--- config.mk ---
export PLATFORM = sky130hd
export DESIGN_NAME = cic_interp
export DESIGN_NICKNAME = d
export VERILOG_FILES = /design/src/rtl/cic_interp.sv
export SDC_FILE = /design/constraint.sdc
export NUM_CORES = 1
export LEC_CHECK = 0
export BUFFER_PORTS_ARGS = -buffer_cell sky130_fd_sc_hd__buf_2
export CORE_MARGIN = 8
export CORE_UTILIZATION = 47
export DETAILED_ROUTE_END_ITERATION = 7
export PLACE_DENSITY = 0.75
export SLEW_MARGIN = 10
export SYNTH_ARGS = -nofsm -noshare
export SYNTH_HDL_FRONTEND = slang
export SYNTH_SLANG_ARGS = --single-unit
--- constraint.sdc ---
create_clock -name CLK -period 2.6 [get_ports CLK]
set_clock_uncertainty 0.2 [all_clocks]
set_input_delay 0.52 -clock CLK [delete_from_list [all_inputs] [get_ports CLK]]
set_output_delay 0.52 -clock CLK [all_outputs]
set_load 0.01 [all_outputs]
--- src/rtl/cic_interp.sv ---
// cic_interp: CIC interpolator. STAGES comb stages clocked by CLKen_in, zero-stuffing,
// STAGES integrators clocked by CLKen_out, arithmetic right shift and 16-bit saturation.
// The rate ratio is set only by the spacing of the two strobes.
//
// Ports:
//   CLK        system clock
//   RSTn       asynchronous active-low reset (clears all state)
//   CLKen_in   low-rate strobe, samples SMPin
//   CLKen_out  high-rate strobe, advances integrators and SMPout
//   SMPin      signed 16-bit input sample
//   SMPout     signed 16-bit output sample (registered)
//   OVR        sticky overrun flag (registered)
module cic_interp #(
    parameter int unsigned STAGES = 2,
    parameter int unsigned ACC_W  = 24,
    parameter int unsigned SHIFT  = 5
) (
    input  logic               CLK,
    input  logic               RSTn,
    input  logic               CLKen_in,
    input  logic               CLKen_out,
    input  logic signed [15:0] SMPin,
    output logic signed [15:0] SMPout,
    output logic               OVR
);

    localparam int unsigned SMP_W = 16;
    localparam logic signed [ACC_W-1:0] SAT_MAX = ACC_W'(32'sd32767);
    localparam logic signed [ACC_W-1:0] SAT_MIN = ACC_W'(-32'sd32768);

    // comb_q[k]: output of comb stage k; dly_q[k]: previous input of comb stage k
    logic signed [ACC_W-1:0] comb_q  [STAGES];
    logic signed [ACC_W-1:0] comb_d  [STAGES];
    logic signed [ACC_W-1:0] dly_q   [STAGES];
    logic signed [ACC_W-1:0] dly_d   [STAGES];
    logic signed [ACC_W-1:0] integ_q [STAGES];
    logic signed [ACC_W-1:0] integ_d [STAGES];
    logic signed [ACC_W-1:0] comb_in [STAGES];
    logic                    pend_q, pend_d;
    logic                    ovr_q,  ovr_d;
    logic signed [SMP_W-1:0] smp_q,  smp_d;
    logic signed [ACC_W-1:0] x_ext;
    logic signed [ACC_W-1:0] scaled;

    function automatic logic signed [SMP_W-1:0] sat16(input logic signed [ACC_W-1:0] v);
        if (v > SAT_MAX) begin
            return 16'sh7fff;
        end else if (v < SAT_MIN) begin
            return 16'sh8000;
        end else begin
            return v[SMP_W-1:0];
        end
    endfunction

    assign x_ext  = {{(ACC_W-SMP_W){SMPin[SMP_W-1]}}, SMPin};
    assign scaled = integ_q[STAGES-1] >>> SHIFT;

    // Input of each comb stage: the sample for stage 0, previous stage output otherwise
    always_comb begin
        comb_in[0] = x_ext;
        for (int k = 1; k < int'(STAGES); k++) begin
            comb_in[k] = comb_q[k-1];
        end
    end

    // Next-state logic: combs on CLKen_in, integrators/output on CLKen_out, all from pre-edge values
    always_comb begin
        comb_d  = comb_q;
        dly_d   = dly_q;
        integ_d = integ_q;
        pend_d  = pend_q;
        ovr_d   = ovr_q;
        smp_d   = smp_q;

        if (CLKen_in) begin
            for (int k = 0; k < int'(STAGES); k++) begin
                comb_d[k] = comb_in[k] - dly_q[k];
                dly_d[k]  = comb_in[k];
            end
        end

        if (CLKen_out) begin
            integ_d[0] = integ_q[0] + (pend_q ? comb_q[STAGES-1] : ACC_W'(0));
            for (int k = 1; k < int'(STAGES); k++) begin
                integ_d[k] = integ_q[k] + integ_q[k-1];
            end
            smp_d = sat16(scaled);
        end

        // A new sample always leaves PEND set, even when the old one is consumed on the same edge
        if (CLKen_in) begin
            pend_d = 1'b1;
        end else if (CLKen_out) begin
            pend_d = 1'b0;
        end

        // Overrun: a pending comb output is overwritten before any integrator consumed it
        if (CLKen_in && pend_q && !CLKen_out) begin
            ovr_d = 1'b1;
        end
    end

    // State registers
    always_ff @(posedge CLK or negedge RSTn) begin
        if (!RSTn) begin
            for (int k = 0; k < int'(STAGES); k++) begin
                comb_q[k]  <= '0;
                dly_q[k]   <= '0;
                integ_q[k] <= '0;
            end
            pend_q <= 1'b0;
            ovr_q  <= 1'b0;
            smp_q  <= '0;
        end else begin
            comb_q  <= comb_d;
            dly_q   <= dly_d;
            integ_q <= integ_d;
            pend_q  <= pend_d;
            ovr_q   <= ovr_d;
            smp_q   <= smp_d;
        end
    end

    assign SMPout = smp_q;
    assign OVR    = ovr_q;

endmodule

; ---- Word-level counts from Yosys, hierarchy flattened
; Index checks and enable logic that the tools add are counted.
; W data, S select, Z words.
[op_classes]
n_addsub = 4
n_mux = 5
magnitude_cmp = 2
reduce_logical = 4
[op_table]
columns = operator, count
row1 = $add A24 B24 Y24, 2
row2 = $mux W16, 2
row3 = $mux W24, 1
row4 = $sub A24 B24 Y24, 1
row5 = $gt A19 B16 Y1 const B, 1
row6 = $lt A19 B16 Y1 const B, 1
row7 = $sub A16 B16 Y17, 1
row8 = $logic_and A1 B1 Y1, 2
row9 = $mux W1, 2
row10 = $reduce_bool A2 Y1, 1
row11 = $logic_not A1 Y1, 1
[word_totals]
register_bits = 154
wordCells = 24

; ---- Depth between registers and ports, before layout
; Gate-level depths: netlist of run 1.
[depth]
word_depth = 3
ltp_mapped = 11

; ---- Worst setup path after synthesis of run 1
; OpenSTA, ideal clock, no wires.
[synth_path]
path_type = register to register
start = reg integ_q[24] (netlist name)
end = reg integ_q[20] (netlist name)
setup_slack_ns = -0.048
path_buffers = 0
arrival_time_ns = 2.323
path_stages_with_launch = 10
setup_time_ns = 0.125
t_required_ns = 2.275
path_cell_list = dfrtp_1 > ha_1 > fa_1 > a21oi_2 > o221ai_2 > a21boi_1 > a311o_1 > a31oi_2 > xnor2_1 > mux2_2
[synth_between]
elab_chain_len = 1
[synth_rtl]
columns = item, line
row1 = from (decl), 36  ; logic signed [ACC_W-1:0] integ_q [STAGES];
row2 = from (signal assigned), 117  ; integ_q <= integ_d;
row3 = $add A24 B24 Y24, 85  ; integ_d[k] = integ_q[k] + integ_q[k-1];
; Every way passes these cells.
; A chain may end at the register's enable or synchronous reset.

; ---- Worst setup path in the final report of run 1
[layout_path]
start = reg pend_q
end = reg integ_q[44] (netlist name)
[layout_between]
elab_chain_len = 2
[layout_rtl]
columns = item, line
row1 = from (decl), 39  ; logic pend_q, pend_d;
row2 = from (signal assigned), 118  ; pend_q <= pend_d;
row3 = $mux W24, 83  ; integ_d[0] = integ_q[0] + (pend_q ? comb_q[STAGES-1] : ACC_W'(0));
row4 = $add A24 B24 Y24, 83
; Every way passes these cells.

==> results of run 1 <==
per-layer routing:
metal / track usage (%) / routed length, um
met1: 22.1 / 9520
met2: 30.8 / 10700
met3: 4.40 / 987
met4: 5.08 / 476
met5: 0 / 0
sequential cells by signal, indices dropped and copies added (netlist names):
register and count:
integ_q 48, dly_q 33, comb_q 24, comb_in 17
SMPout 16, OVR 1, pend_q 1
cell type report:
class / count / area [um2]
clock buffers: 19 / 443
clock inverters: 13 / 189
fillers: 1563 / 7560
inverters: 71 / 267
multi-input cells: 752 / 5930
flip-flops and latches: 140 / 3510
well taps: 265 / 332
repair buffers: 149 / 1100
cells by family (layout without fill, tap and decap cells):
kind of cell	after synthesis	count (layout)	share of synthesized area (%)
AO/OA/AOI/OAI	306	306	22.3
XOR/XNOR	52	52	4.95
adder cells (fa/ha/maj)	83	83	11.6
buffers and inverters	103	252	4.21
flip-flops	140	140	38.1
multiplexers	44	44	5.36
AND/OR/NAND/NOR	267	267	13.5
cells in the final DEF, fill, tap and decap left out, types with 5 or more instances in the layout:
cell type	synthesis	final
and3_1	8	5
xnor2_1	38	37
nor2b_1	12	12
nand2_1	94	92
and2_1	28	14
nor2_1	71	69
nor3_1	13	12
o2111ai_1	7	5
a21o_1	23	23
o31ai_1	10	6
a31oi_1	9	8
nand3_1	15	12
o21ai_0	71	59
inv_1	71	70
o21ai_1	6	11
a21oi_4	0	5
xor2_1	14	14
dfrtp_1	140	138
ha_1	79	54
o221ai_1	5	5
clkbuf_16	0	17
o21ai_2	0	5
a21oi_1	77	60
ha_4	0	21
a211oi_2	1	5
buf_2	1	34
mux2_2	42	40
o211ai_1	17	17
a21oi_2	3	15
o21a_1	15	15
and2_4	0	14
buf_4	0	104
o2bb2ai_1	16	16
buf_6	0	7
path summary, 6_finish.rpt:
kind / end / slack (ns) / depth (start not counted)
max: integ_q[44] / -0.11 / 10
min reg2reg: comb_q[5] / 0.28 / 1
max reg2reg: integ_q[44] / -0.11 / 10
min in group asynchronous: integ_q[5] / 0.36 / 2
max in group asynchronous: dly_q[12] / 1.19 / 3
min: dly_q[34] / 0.12 / 3
worst min-delay path: cells and delay by family:
family / cells / cell delay, ns
simple gates: 1 / 0.04
compound gates: 1 / 0.06
buf+inv: 1 / 0.09
stage by stage:
| step | hold slack (ns) | instances | instance area, um2 | setup slack [ns] |
|---|---|---|---|---|
| 6_report | 0.120 | 1409 | 11800 | -0.112 |
| 5_1_grt | 0.113 | 1409 | 11800 | -0.222 |
| 4_1_cts | 0.110 | 1397 | 11300 | -0.0832 |
| 3_5_place_dp | 0.226 | 1354 | 10300 | -0.203 |
| 3_3_place_gp | 0.226 | 1354 | 10300 | -0.165 |
| 2_1_floorplan | 0.0244 | 995 | 9220 | -0.0104 |
report_power, final:
part           leakage [nW]  internal (mW)  switching [mW]
combinational          3.29           5.48            5.44
clock                 0.304           1.64           0.948
sequential             1.66           3.05           0.719
what timing repair did:
action                                  CTS  global route
setup buffers                            10            14
endpoints found under the setup margin   32            43
gates cloned                              0             0
gates resized for setup                  53            77
hold buffers                              1             0
pin swaps                                40            56
hold endpoints to repair                 30             0
==> results.md, run 1 <==
* Status: complete, but fails checks
* Failing checks: setup timing
* CP max stage cell: dfrtp_2
* Register area share after synthesis at 38.1%
* Die Area at 24,300 um2
* Root buffer cell: clkbuf_16
* CP Launch Point: pend_q
* Syn Nets at around 1,100
* WS Path Type: flop to flop
* Tmin final at 2.71 ns
* EDFF count, synth at 0
* Worst vdd ir at 707 uV
* DIE WIDTH at 156 um
* Synth top area share at 38.1%
* Initial Utilization at 47.6%
* Synth Warn # at 0
* Routability cong. at 0.876
* PwrDens at between 1000 and 1500 nW/um2
* Main flop type after synthesis: dfrtp_1
* Row count at roughly 50
* Synth unique cells at 70
* Vias in the first global route at ~8,000
* Post-DRT Antenna Nets at 0
* Cell Area, Synth at a little over 9000 um2
* DP HPWL at between 10 and 15 mm
* # IOs at 37
* Hold Path Class: primary input to flop
* Crit path capture type: flop
* Setup TNS at -0.656 ns
* Gate Count Post-Synth at 995
* Tightest Pin Transition at 0.541 ns
* Crit-path max FO at 7
* Fin. Hold Viols at 0
* Worst path cell trace: and2_4, ha_4, fa_2, a21oi_2, o22ai_2, o21ai_4, o21ai_4, o211ai_1, and3_1, o31ai_2
* Via count at 7,837
* Final WS setup at -0.112 ns
* Worst Path Required at 2.69 ns
* Core Box Area at 19,300 um2
* Largest stage delay, worst path at ~0.46 ns
* Ratio of cells with drive above 1 in the final layout at between 20% and 30%
* Clock-pin slew on the worst setup and hold paths at 0.06 ns
* Synth cell count leaders: 140 x dfrtp_1, 94 x nand2_1, 79 x ha_1
* Worst Hold Launch: SMPin[10]
* Clock sinks at 140
* Tcrit/Tclk final at 104%
* Slew margin rel. at 63.9%
* Pre-Repair DR Iteration Count at 5
* Final-report setup violation count at 11
* Arr. time, crit path at ~2.8 ns
* # Max-Cap Violations at 0
* Setup repair after global routing missed its margin: yes
* # DRC at 0
* Largest cells by area after synthesis: dfrtp_1 38%, ha_1 11%, mux2_2 5.1%
* WL final at between 20 and 25 mm
* FF+latch count, synth at 140
* 1st-iter DRT viols at 501
* Highest Clock Rate at 369 MHz
* Worst-case clock buffer depth at 2
* Cts bufs inserted at 17
* Number of antenna violations at the first check in global routing at 0
* Power Total at ~17 mW
* RR Startpoint: pend_q
* Post-layout nets at 1,234
* Area Growth Syn to Fin at 27.9%
* Pin count of the biggest net entering global routing at around 120
* CP most frequent cell: o21ai_4
* First-pass GRT wire length at 36.5 mm
* CP top delay family: compound AO/OA/AOI/OAI gates
* Util after Layout at a little over 60%
* Final slew viol count at 0
* Per-cell routed wire length at 15.4 um
* Vias per std cell at ~5.6
* Async S/R FF share, synth at 100%
* Antenna diode count at 0
* Static Leak at between 5 and 6 nW
* WP buf/inv at 0
* CTS tree: yes
* Global-route usage over all layers at 18.0%
* PortBufs at 36
* # H-tree levels at 4
* Synthesized area per cell at about 9 um2
* Overflow after GRT at 0
* Crit path launch type: flop
* Clk Latency, worst-skew pair at 0.42 ns
* Largest area contributor in the netlist: dfrtp_1
* Die Height at 156 um
* Most common cell in the netlist: dfrtp_1
No activity file was read; power rests on OpenSTA's default activity.
==> inputs of run 2 (changes only) <==
SETUP_SLACK_MARGIN = 0.4   (was not set)
==> results.md, run 2 (synthesized netlist as in run 1, its figures left out) <==
* Fillers at 1,463 (was 1,563)
* Per-cell routed wire length at 16.0 um (was 15.4 um)
* Crit path capture type: flop (unchanged)
* DP HPWL at 14.5 mm (was 14.4 mm)
* # H-tree levels at 4 (unchanged)
* Area Growth Syn to Fin at 34.9% (was 27.9%)
* Worst-case clock buffer depth at 2 (unchanged)
* Row count at 51 (unchanged)
* Internal power at 11.0 mW (was 10.2 mW)
* Vias in the first global route at 7,971 (was 7,885)
* Number of antenna violations at the first check in global routing at 0 (unchanged)
* Area post-placement at 10,600 um2 (was 10,300 um2)
* Tcrit/Tclk final at 104% (about the same)
* WS Path Type: flop to flop (unchanged)
* Clock sinks at 140 (unchanged)
* Biggest regs: integ_q (48), dly_q (33), comb_q (24) (unchanged)
* Post-layout nets at 1,262 (was 1,234)
* Ratio of cells with drive above 1 in the final layout at 33.6% (was 29.4%)
* Highest Clock Rate at 370 MHz (was 369 MHz)
* Clock network fraction of total power at 14.5% (was 15.0%)
* Arr. time, crit path at 2.81 ns (was 2.80 ns)
* Max FFs per register at 48 (unchanged)
* Final slew viol count at 0 (unchanged)
* Reg power frac at 20.6% (was 21.8%)
* Crit path launch type: flop (unchanged)
* Commonest non-fill, non-tap cells in the layout: 135 x dfrtp_1, 118 x buf_4, 94 x nand2_1, 67 x nor2_1, 64 x inv_1 (was 138 x dfrtp_1, 104 x buf_4, 92 x nand2_1, 70 x inv_1, 69 x nor2_1)
* Multi-input gate area at 6270 um2 (was 5930 um2)
* Final WS setup at -0.104 ns (was -0.112 ns)
* 1st-iter DRT viols at 433 (was 501)
* Worst Path Required at 2.70 ns (was 2.69 ns)
* CTS tree: yes (unchanged)
* Final Cell Area at 12,400 um2 (was 11,800 um2)
* Initial Utilization at 47.6% (unchanged)
* Power Total at 18.4 mW (was 17.3 mW)
* First-pass GRT wire length at 37.5 mm (was 36.5 mm)
* Final Non-Filler Cells at 1,436 (was 1,409)
* Pre-Repair DR Iteration Count at 5 (unchanged)
* Failing checks: setup timing (unchanged)
* Hold Path Class: primary input to flop (unchanged)
* Post-Route Hold Slack at 0.119 ns (was 0.120 ns)
* Crit-path max FO at 6 (was 7)
* Status: complete, but fails checks (unchanged)
* Antenna diode count at 0 (unchanged)
* Setup TNS at -0.821 ns (was -0.656 ns)
* Core Box Area at 19,300 um2 (unchanged)
* Fin. Hold Viols at 0 (unchanged)
* Vias per std cell at 5.53 (was 5.56)
* # Max-Cap Violations at 0 (unchanged)
* PortBufs at 36 (unchanged)
* Gate power share at 65.0% (was 63.2%)
* Util after Layout at 64.2% (was 60.9%)
* Die Area at 24,300 um2 (unchanged)
* Via count at 7,936 (was 7,837)
* Slew margin rel. at 57.4% (was 63.9%)
* Root buffer cell: clkbuf_16 (unchanged)
* Dpl ws at -0.171 ns (was -0.203 ns)
* PwrDens at 1480 nW/um2 (was 1470 nW/um2)
* Worst vdd ir at 821 uV (was 707 uV)
* FF/Latch Area at 3510 um2 (about the same)
* Clock-pin slew on the worst setup and hold paths at 0.06 ns (about the same)
* Switch share at 40.2% (was 41.1%)
* Static Leak at 5.51 nW (was 5.26 nW)
* Final-report setup violation count at 15 (was 11)
* Pin count of the biggest net entering global routing at 116 (unchanged)
* Tmin final at 2.70 ns (was 2.71 ns)
* DIE WIDTH at 156 um (unchanged)
* Clk Latency, worst-skew pair at 0.43 ns (was 0.42 ns)
* Die Height at 156 um (unchanged)
* Overflow after GRT at 0 (unchanged)
* Routability cong. at 0.870 (was 0.876)
* Commonest non-fill, non-tap cell in the layout: dfrtp_1 (unchanged)
* Setup repair after global routing missed its margin: yes (unchanged)
* # IOs at 37 (unchanged)
* Tightest Pin Transition at 0.638 ns (was 0.541 ns)
* Cts bufs inserted at 17 (unchanged)
* Psw at 7.38 mW (was 7.11 mW)
* Post-DRT Antenna Nets at 0 (unchanged)
* Top reg by flops: integ_q (unchanged)
* DP Cell Count at 1,348 (was 1,354)
* Global-route usage over all layers at 18.5% (was 18.0%)
* WL final at 22.9 mm (was 21.6 mm)
* # DRC at 0 (unchanged)
## run 2: cell count changes in the layout (fill, tap and decap cells not counted), moves of 9 or more
| cell | before | now |
|---|---|---|
| and2_4 | 14 | 5 |
| ha_4 | 21 | 30 |
| buf_4 | 104 | 118 |
| buf_6 | 7 | 18 |
## run 2: worst paths after layout
check | startpoint | cells after the start | slack, ns | end
min in group asynchronous | RSTn | 2 | 0.40 | SMPout[0]
worst min-delay path | SMPin[7] | 3 | 0.12 | dly_q[31]
max in group asynchronous | RSTn | 3 | 1.09 | pend_q
worst max-delay path | pend_q | 13 | -0.10 | integ_q[33]
worst min register to register | OVR | 1 | 0.27 | OVR
worst max register to register | pend_q | 13 | -0.10 | integ_q[33]
## run 2: worst max-delay path, stage by stage (launching register included)
cell and delay, ns:
dfrtp_2 0.46, buf_6 0.14, and2_4 0.13, ha_4 0.22, buf_6 0.12, a21oi_4 0.14
o211ai_1 0.10, buf_4 0.16, buf_4 0.13, o21a_4 0.12, a21o_1 0.17, a21oi_2 0.14
xnor2_1 0.07, mux2_2 0.27
## run 2: area by class of cell
class                           count  area share, %
Clock buffer                       20           3.60
Sequential cell                   140           28.3
Multi-Input combinational cell    752           50.5
Clock inverter                     11           1.55
Tap cell                          265           2.67
Inverter                           71           2.21
Timing Repair Buffer              177           11.1
## run 2: routing by layer
metal | GRT usage (%) | vias to the layer above | share of wire (%)
met5 | 0 | - | 0
met4 | 5.64 | 0 | 2.1
met3 | 3.85 | 50 | 3.6
met2 | 32.3 | 140 | 50
met1 | 22.6 | 3852 | 45
li1 | - | 3894 | -
## run 2: power by group through the flow
stage | logic, mW | registers (mW) | clock network, mW
6_report | 11.9 | 3.77 | 2.66
5_1_grt | 13.1 | 3.89 | 2.79
3_5_place_dp | 9.71 | 3.75 | 0
4_1_cts | 11.0 | 3.76 | 2.67
2_1_floorplan | 7.01 | 3.64 | 0
3_3_place_gp | 9.52 | 3.71 | 0
## run 2: what timing repair did
action / 4_1_cts / 5_1_grt
hold buffers: 1 / 0
endpoints found under the hold margin: 42 / 0
gates resized for setup: 90 / 58
endpoints found under the setup margin: 59 / 64
pin swaps: 65 / 72
buffers inserted: 26 / 30
